File: src/rtl/morra_pkg.sv
// morra_pkg: shared types for the rock-paper-scissors game and its tournament
// tally stage.
//   esito_t        - result encoding used by both the FSMD and the tally stage
//   torneo_state_t - tally-stage control states
package morra_pkg;

    typedef enum logic [1:0] {
        NONE = 2'b00,   // invalid round / play in progress / tournament ongoing
        G1   = 2'b01,   // player 1
        G2   = 2'b10,   // player 2
        PARI = 2'b11    // draw
    } esito_t;

    typedef enum logic [1:0] {
        IDLE   = 2'b00,
        PLAY   = 2'b01,
        SETTLE = 2'b10,
        DONE   = 2'b11
    } torneo_state_t;

    // Width of the per-play round counter (saturates at 31).
    localparam int MANCHE_W = 5;

endpackage

File: src/rtl/morra_torneo_if.sv
// morra_torneo_if: bundles the tally stage's control inputs and its score
// outputs.
//   slave  - the tally stage: receives clear/game_reset/manche/partita,
//            drives the counters, play_done, torneo and torneo_done
//   master - the environment driving the results and reading the scores
interface morra_torneo_if #(
    parameter int CW = 4
);
    import morra_pkg::*;

    logic                clear;
    logic                game_reset;
    esito_t              manche;
    esito_t              partita;
    logic [CW-1:0]       wins_g1;
    logic [CW-1:0]       wins_g2;
    logic [CW-1:0]       draws;
    logic [CW-1:0]       plays;
    logic [MANCHE_W-1:0] manche_cnt;
    logic                play_done;
    esito_t              torneo;
    logic                torneo_done;

    modport slave (
        input  clear, game_reset, manche, partita,
        output wins_g1, wins_g2, draws, plays, manche_cnt,
               play_done, torneo, torneo_done
    );

    modport master (
        output clear, game_reset, manche, partita,
        input  wins_g1, wins_g2, draws, plays, manche_cnt,
               play_done, torneo, torneo_done
    );
endinterface

File: src/rtl/morra_sat_cnt.sv
// morra_sat_cnt: up-counter that sticks at its all-ones value.
//   clk, reset_n - clock, asynchronous active-low reset
//   clr          - synchronous clear, overrides inc
//   inc          - add one this cycle (ignored once saturated)
//   cnt          - current count
module morra_sat_cnt #(
    parameter int W = 4
) (
    input  logic         clk,
    input  logic         reset_n,
    input  logic         clr,
    input  logic         inc,
    output logic [W-1:0] cnt
);
    localparam logic [W-1:0] CNT_MAX = '1;

    logic [W-1:0] cnt_q;
    logic [W-1:0] cnt_d;

    always_comb begin
        cnt_d = cnt_q;
        if (clr) begin
            cnt_d = '0;
        end else if (inc && (cnt_q != CNT_MAX)) begin
            cnt_d = cnt_q + W'(1);
        end
    end

    always_ff @(posedge clk or negedge reset_n) begin
        if (!reset_n) begin
            cnt_q <= '0;
        end else begin
            cnt_q <= cnt_d;
        end
    end

    assign cnt = cnt_q;
endmodule

File: src/rtl/morra_torneo.sv
// morra_torneo: tournament tally stage sitting beside the game FSMD.
// Counts valid rounds in the current play, tallies each play result exactly
// once, and closes the tournament when a player reaches WIN_TARGET wins or
// after MAX_PLAYS plays.
//   clk, reset_n - clock, asynchronous active-low reset
//   bus (slave)  - clear, game_reset, manche, partita in;
//                  wins_g1, wins_g2, draws, plays, manche_cnt, play_done,
//                  torneo, torneo_done out
module morra_torneo
    import morra_pkg::*;
#(
    parameter int WIN_TARGET = 3,
    parameter int MAX_PLAYS  = 7,
    parameter int CW         = 4
) (
    input  logic           clk,
    input  logic           reset_n,
    morra_torneo_if.slave  bus
);
    localparam logic [CW-1:0] WIN_T = CW'(WIN_TARGET);
    localparam logic [CW-1:0] MAX_P = CW'(MAX_PLAYS);

    torneo_state_t state_q, state_d;
    esito_t        torneo_q, torneo_d;
    logic          play_done_q, play_done_d;

    logic [CW-1:0]       wins_g1, wins_g2, draws, plays;
    logic [MANCHE_W-1:0] manche_cnt;

    // Live PLAY cycle: not overridden by clear or a new-play reset.
    logic play_live;
    logic tally;
    logic inc_g1, inc_g2, inc_pari;
    logic mc_clr;
    logic [CW-1:0] g1_post, g2_post, plays_post;

    always_comb begin
        play_live = (state_q == PLAY) && !bus.clear && !bus.game_reset;
        tally     = play_live && (bus.partita != NONE);
        inc_g1    = tally && (bus.partita == G1);
        inc_g2    = tally && (bus.partita == G2);
        inc_pari  = tally && (bus.partita == PARI);
        // A new play (or abort) restarts the round count; DONE and IDLE ignore it.
        mc_clr    = bus.clear ||
                    (bus.game_reset && ((state_q == PLAY) || (state_q == SETTLE)));
        // The decision looks at the scores including this cycle's tally.
        // Overflow cannot happen here: plays never exceed MAX_PLAYS.
        g1_post    = wins_g1 + CW'(inc_g1);
        g2_post    = wins_g2 + CW'(inc_g2);
        plays_post = plays + CW'(tally);
    end

    always_comb begin
        state_d     = state_q;
        torneo_d    = torneo_q;
        play_done_d = tally;
        if (bus.clear) begin
            state_d  = IDLE;
            torneo_d = NONE;
        end else begin
            unique case (state_q)
                IDLE:   if (bus.game_reset) state_d = PLAY;
                PLAY: begin
                    if (tally) begin
                        if (g1_post == WIN_T) begin
                            torneo_d = G1;
                            state_d  = DONE;
                        end else if (g2_post == WIN_T) begin
                            torneo_d = G2;
                            state_d  = DONE;
                        end else if (plays_post == MAX_P) begin
                            if (g1_post > g2_post)      torneo_d = G1;
                            else if (g1_post < g2_post) torneo_d = G2;
                            else                        torneo_d = PARI;
                            state_d = DONE;
                        end else begin
                            state_d = SETTLE;
                        end
                    end
                end
                SETTLE: if (bus.game_reset) state_d = PLAY;
                DONE:   state_d = DONE;
                default: state_d = IDLE;
            endcase
        end
    end

    always_ff @(posedge clk or negedge reset_n) begin
        if (!reset_n) begin
            state_q     <= IDLE;
            torneo_q    <= NONE;
            play_done_q <= 1'b0;
        end else begin
            state_q     <= state_d;
            torneo_q    <= torneo_d;
            play_done_q <= play_done_d;
        end
    end

    morra_sat_cnt #(.W(CW)) u_wins_g1 (
        .clk(clk), .reset_n(reset_n), .clr(bus.clear), .inc(inc_g1), .cnt(wins_g1)
    );
    morra_sat_cnt #(.W(CW)) u_wins_g2 (
        .clk(clk), .reset_n(reset_n), .clr(bus.clear), .inc(inc_g2), .cnt(wins_g2)
    );
    morra_sat_cnt #(.W(CW)) u_draws (
        .clk(clk), .reset_n(reset_n), .clr(bus.clear), .inc(inc_pari), .cnt(draws)
    );
    morra_sat_cnt #(.W(CW)) u_plays (
        .clk(clk), .reset_n(reset_n), .clr(bus.clear), .inc(tally), .cnt(plays)
    );
    morra_sat_cnt #(.W(MANCHE_W)) u_manche_cnt (
        .clk(clk), .reset_n(reset_n), .clr(mc_clr),
        .inc(play_live && (bus.manche != NONE)), .cnt(manche_cnt)
    );

    assign bus.wins_g1     = wins_g1;
    assign bus.wins_g2     = wins_g2;
    assign bus.draws       = draws;
    assign bus.plays       = plays;
    assign bus.manche_cnt  = manche_cnt;
    assign bus.play_done   = play_done_q;
    assign bus.torneo      = torneo_q;
    assign bus.torneo_done = (state_q == DONE);
endmodule
File: src/flat_wrapper.sv
// flat-port wrapper written by rule: the top's interface ports become plain ports
module morra_torneo_flat import morra_pkg::*;
#(
    parameter int WIN_TARGET = 3,
    parameter int MAX_PLAYS  = 7,
    parameter int CW         = 4
)
  (clk, reset_n, bus_clear, bus_game_reset, bus_manche, bus_partita, bus_wins_g1, bus_wins_g2, bus_draws, bus_plays, bus_manche_cnt, bus_play_done, bus_torneo, bus_torneo_done);
  morra_torneo_if #(.CW(CW)) bus_i ();
  input  logic clk;
  input  logic reset_n;
  input wire logic [$bits(bus_i.clear)-1:0] bus_clear;
  input wire logic [$bits(bus_i.game_reset)-1:0] bus_game_reset;
  input wire logic [$bits(bus_i.manche)-1:0] bus_manche;
  input wire logic [$bits(bus_i.partita)-1:0] bus_partita;
  output wire logic [$bits(bus_i.wins_g1)-1:0] bus_wins_g1;
  output wire logic [$bits(bus_i.wins_g2)-1:0] bus_wins_g2;
  output wire logic [$bits(bus_i.draws)-1:0] bus_draws;
  output wire logic [$bits(bus_i.plays)-1:0] bus_plays;
  output wire logic [$bits(bus_i.manche_cnt)-1:0] bus_manche_cnt;
  output wire logic [$bits(bus_i.play_done)-1:0] bus_play_done;
  output wire logic [$bits(bus_i.torneo)-1:0] bus_torneo;
  output wire logic [$bits(bus_i.torneo_done)-1:0] bus_torneo_done;
  assign bus_i.clear = bus_clear;
  assign bus_i.game_reset = bus_game_reset;
  assign bus_i.manche = bus_manche;
  assign bus_i.partita = bus_partita;
  assign bus_wins_g1 = bus_i.wins_g1;
  assign bus_wins_g2 = bus_i.wins_g2;
  assign bus_draws = bus_i.draws;
  assign bus_plays = bus_i.plays;
  assign bus_manche_cnt = bus_i.manche_cnt;
  assign bus_play_done = bus_i.play_done;
  assign bus_torneo = bus_i.torneo;
  assign bus_torneo_done = bus_i.torneo_done;
  morra_torneo #(.WIN_TARGET(WIN_TARGET), .MAX_PLAYS(MAX_PLAYS), .CW(CW)) u_core (.clk(clk), .reset_n(reset_n), .bus(bus_i));
endmodule
File: config.mk
export PLATFORM = sky130hd
export DESIGN_NAME = morra_torneo_flat
export DESIGN_NICKNAME = d
export VERILOG_FILES = /design/src/rtl/morra_pkg.sv /design/src/rtl/morra_torneo_if.sv /design/src/rtl/morra_sat_cnt.sv /design/src/rtl/morra_torneo.sv /design/src/flat_wrapper.sv
export SDC_FILE = /design/constraint.sdc
export NUM_CORES = 1
export LEC_CHECK = 0
export CAP_MARGIN = 10
export CORE_ASPECT_RATIO = 2
export CORE_MARGIN = 5
export CORE_UTILIZATION = 56
export CTS_CLUSTER_SIZE = 12
export DETAILED_ROUTE_END_ITERATION = 12
export PLACE_DENSITY = 0.85
export SLEW_MARGIN = 20
export SYNTH_ARGS = -nofsm -noshare
export SYNTH_HDL_FRONTEND = slang
export SYNTH_SLANG_ARGS = --single-unit
File: constraint.sdc
create_clock -name clk -period 5.4 [get_ports clk]
set_clock_uncertainty 0.15 [all_clocks]
set_input_delay 1.35 -clock clk [delete_from_list [all_inputs] [get_ports clk]]
set_output_delay 1.35 -clock clk [all_outputs]
set_load 0.02 [all_outputs]
==> impl_metrics.toml <==
[critical_path]
worstPathMaxFanout = 5
r2r_cells = 11
cpMostUsedCell = "ha_1"
endpoint_kind = "flop"
crit_slowest_cell = "clkdlybuf4s50_1"
critPathRequiredTime_ps = 5410
worstPathArrival_ps = 4030
path_delay_family = "simple AND/OR/NAND/NOR gates"
setup.worst_path.class = "primary input to flop"
crit_path_start_kind = "primary input"
worstPathCellList = "clkdlybuf4s50_1 > nand4bb_1 > nor2_1 > and2_1 > ha_1 > ha_1 > a21oi_1 > o21ai_0 > and3b_1 > o41ai_1"
path_depth = 10
cpPeakStageDelay_ps = 490
path_buf_inv = 1

[clocking]
cts_made_buffers = 3
clk_latency_ps = 270
clkTransAtPathRegs_ps = 90
clock-root-buffer = "clkbuf_8"
htreeDepth = 1
clockBufferDepth = 2
cts_setup_buffers = 0
hold_buffers = 0
cts.repair.resized = 0
cts_tree = "done"
cts.sinks = 26

[finish]
final_cell_area_um2 = 2140
antenna_cells = 0
final_util_pct = 72.6
final_common_cell = "clkdlybuf4s50_1"
final_cells = 238
fill_cells = 232
final_cell_mix = "31 x clkdlybuf4s50_1, 26 x nor2_1, 26 x dfrtp_1"
drive_above_1_share_pct = 5.77
layout.nets = 236
syn_to_final_growth_pct = 24.8

[detailed_routing]
ant_nets = 0
route.detailed.wl_per_inst_um = 15.3
routed_via_density = 5.92
wl_met3_um = 126
wl_met2_um = 2040
dr.pass1.iters = 4
routed_wl_um = 3640
drt-met1-wl_um = 1440
routed.top_layer = "met4"
num_vias = 1410
first_iter_violations = 15
drc = 0

[logic_synthesis]
synthCells = 173
synth_simple_gate_area_share_pct = 22.6
synth-adder-area-share_pct = 13.9
ys_seq_elements = 26
ys_seq_area_share_pct = 38.0
synth_compound_area_share_pct = 9.58
synth_xor_area_share_pct = 10.2
synth_nets = 200
syn_area_um2 = 1710
synth_mux_area_share_pct = 3.51
avgSynthCellArea_um2 = 9.89
yosysWarnings = 0
synth.distinct_cells = 41
synth_top_family_by_area = "simple AND/OR/NAND/NOR gates"

[grt]
grt_pass1_wl_um = 6390
grt_remaining_overflow = 0
track_usage_pct = 18.2
antenna_found_initial = 0
grt_max_degree = 27
grt_pass1_vias = 1481

[sta]
final.setup.worst_slack_ps = 1370
whs_ps = 431
rsz0062_at_grt = "false"
post-route-min-period_ps = 4030
setup_tns_ps = 0
hold_viol = 0
fmax_ghz = 0.248
slew_viol_final = 0
period_share_pct = 74.6
setup_violations = 0
relSlewSlack_pct = 60.8
worstMarginPinSlew_ps = 589

[floorplan]
die_w_um = 49.1
core-area_um2 = 2940
die-height_um = 88.2
dieArea_um2 = 4330
rows = 28
start_util_pct = 58.2
ioPinCount = 33

[pwr]
vdd.ir_drop.worst_v = 0.000222
finalPower_mw = 0.488
p_leak_nw = 0.970
power.density_nw_per_um2 = 228

[place]
place_worst_setup_slack_ps = 1110
io_buffers = 32
dpl.hpwl_um = 2860
placed_cell_area_um2 = 2070
place_congestion = 0.807
place_inst = 234

[hold_path]
worstHoldPathCells = 2
hold_class = "flop to flop"

[run_status]
status = "finished, final reports clean"

[job]
max_cap_viol_count = 0
-- state kept, by name (all words and copies together), names as in the netlist --
| register | cells |
|---|---|
| u_core.state_q | 2 |
| u_core.u_plays.cnt | 4 |
| u_core.bus.torneo | 2 |
| u_core.u_wins_g2.cnt | 4 |
| u_core.u_draws.cnt | 4 |
| u_core.u_wins_g1.cnt | 4 |
| u_core.u_manche_cnt.cnt | 5 |
| u_core.bus.play_done | 1 |
-- final timing paths --
path / from / to / slack (ps)
min in group asynchronous: reset_n / u_core.u_manche_cnt.cnt[0]$_DFFE_PN0P_ / 920
min reg2reg: u_core.u_manche_cnt.cnt[3]$_DFFE_PN0P_ / u_core.u_manche_cnt.cnt[3]$_DFFE_PN0P_ / 430
max reg2reg: u_core.state_q[1]$_DFFE_PN0P_ / u_core.bus.torneo[1]$_DFFE_PN0P_ / 2290
min: u_core.u_manche_cnt.cnt[3]$_DFFE_PN0P_ / u_core.u_manche_cnt.cnt[3]$_DFFE_PN0P_ / 430
max in group asynchronous: reset_n / u_core.bus.play_done$_DFF_PN0_ / 3790
max: bus_game_reset / u_core.bus.torneo[1]$_DFFE_PN0P_ / 1370
-- cells in the mapped netlist, drive strengths merged --
cell type | number | share of area (%)
o21ai | 2 | 0.58
xnor2 | 8 | 4.1
nor2 | 26 | 5.7
nand4bb | 1 | 0.66
and4 | 1 | 0.51
o2bb2ai | 1 | 0.51
inv | 8 | 1.8
xor2 | 12 | 6.1
buf | 1 | 0.22
nand2 | 10 | 2.3
nand3 | 5 | 1.5
a311oi | 3 | 2.3
nand4b | 3 | 1.5
a21oi | 4 | 1.2
or2 | 1 | 0.37
a31oi | 2 | 0.73
nand4 | 5 | 1.8
ha | 19 | 14
mux2i | 6 | 3.5
nor2b | 2 | 0.73
nor3b | 4 | 1.8
and3b | 2 | 1.0
clkbuf | 1 | 0.22
nand2b | 3 | 1.1
nor4 | 1 | 0.37
a221oi | 1 | 0.51
a211oi | 1 | 0.44
o41ai | 2 | 1.0
o22ai | 1 | 0.37
and2 | 1 | 0.37
o41a | 1 | 0.66
o2111ai | 1 | 0.88
and3 | 2 | 0.73
or3b | 1 | 0.66
nor3 | 4 | 1.5
dfrtp | 26 | 38
a21o | 1 | 0.44
-- kinds of logic (layout without fill, tap and decap cells) --
group	after synthesis	count (layout)
AOI/OAI and AO/OA	20	20
xor gates and xnor gates	20	20
adders and majority gates	19	19
buffers and inverters	10	45
DFF	26	26
muxes	6	6
and+or+nand+nor	72	72
-- cell type report --
type / instances / area, um2 / share of cell area (%)
clock buffers: 3 / 41.3 / 1.93
flip-flops and latches: 26 / 651 / 30.5
well taps: 30 / 37.5 / 1.76
repair buffers: 33 / 323 / 15.1
inverters: 8 / 30.0 / 1.41
multi-input cells: 137 / 1020 / 47.9
clock inverters: 1 / 30.0 / 1.41
-- worst reg2reg max path: cells and delay by family (launching register included) --
kind                     cells  cell delay, ps
buffers and inverters        1             130
AND/OR/NAND/NOR              4             890
flip-flops                   1             410
adder cells (fa/ha/maj)      3             800
AO/OA/AOI/OAI                3             610
-- metal layers --
layer,vias up,global-route usage [%]
li1,685,-
met1,697,19.4
met2,24,36.0
met3,4,2.21
met4,0,5.15
met5,-,0
-- power by group --
part / leakage [nW] / total (mW) / switching [mW] / internal, mW
Combinational: 0.573 / 0.112 / 0.0635 / 0.0485
Clock: 0.0357 / 0.161 / 0.0614 / 0.0991
Sequential: 0.361 / 0.215 / 0.0112 / 0.204
Total: 0.970 / 0.488 / 0.136 / 0.352
No activity file was read; power rests on OpenSTA's default activity.
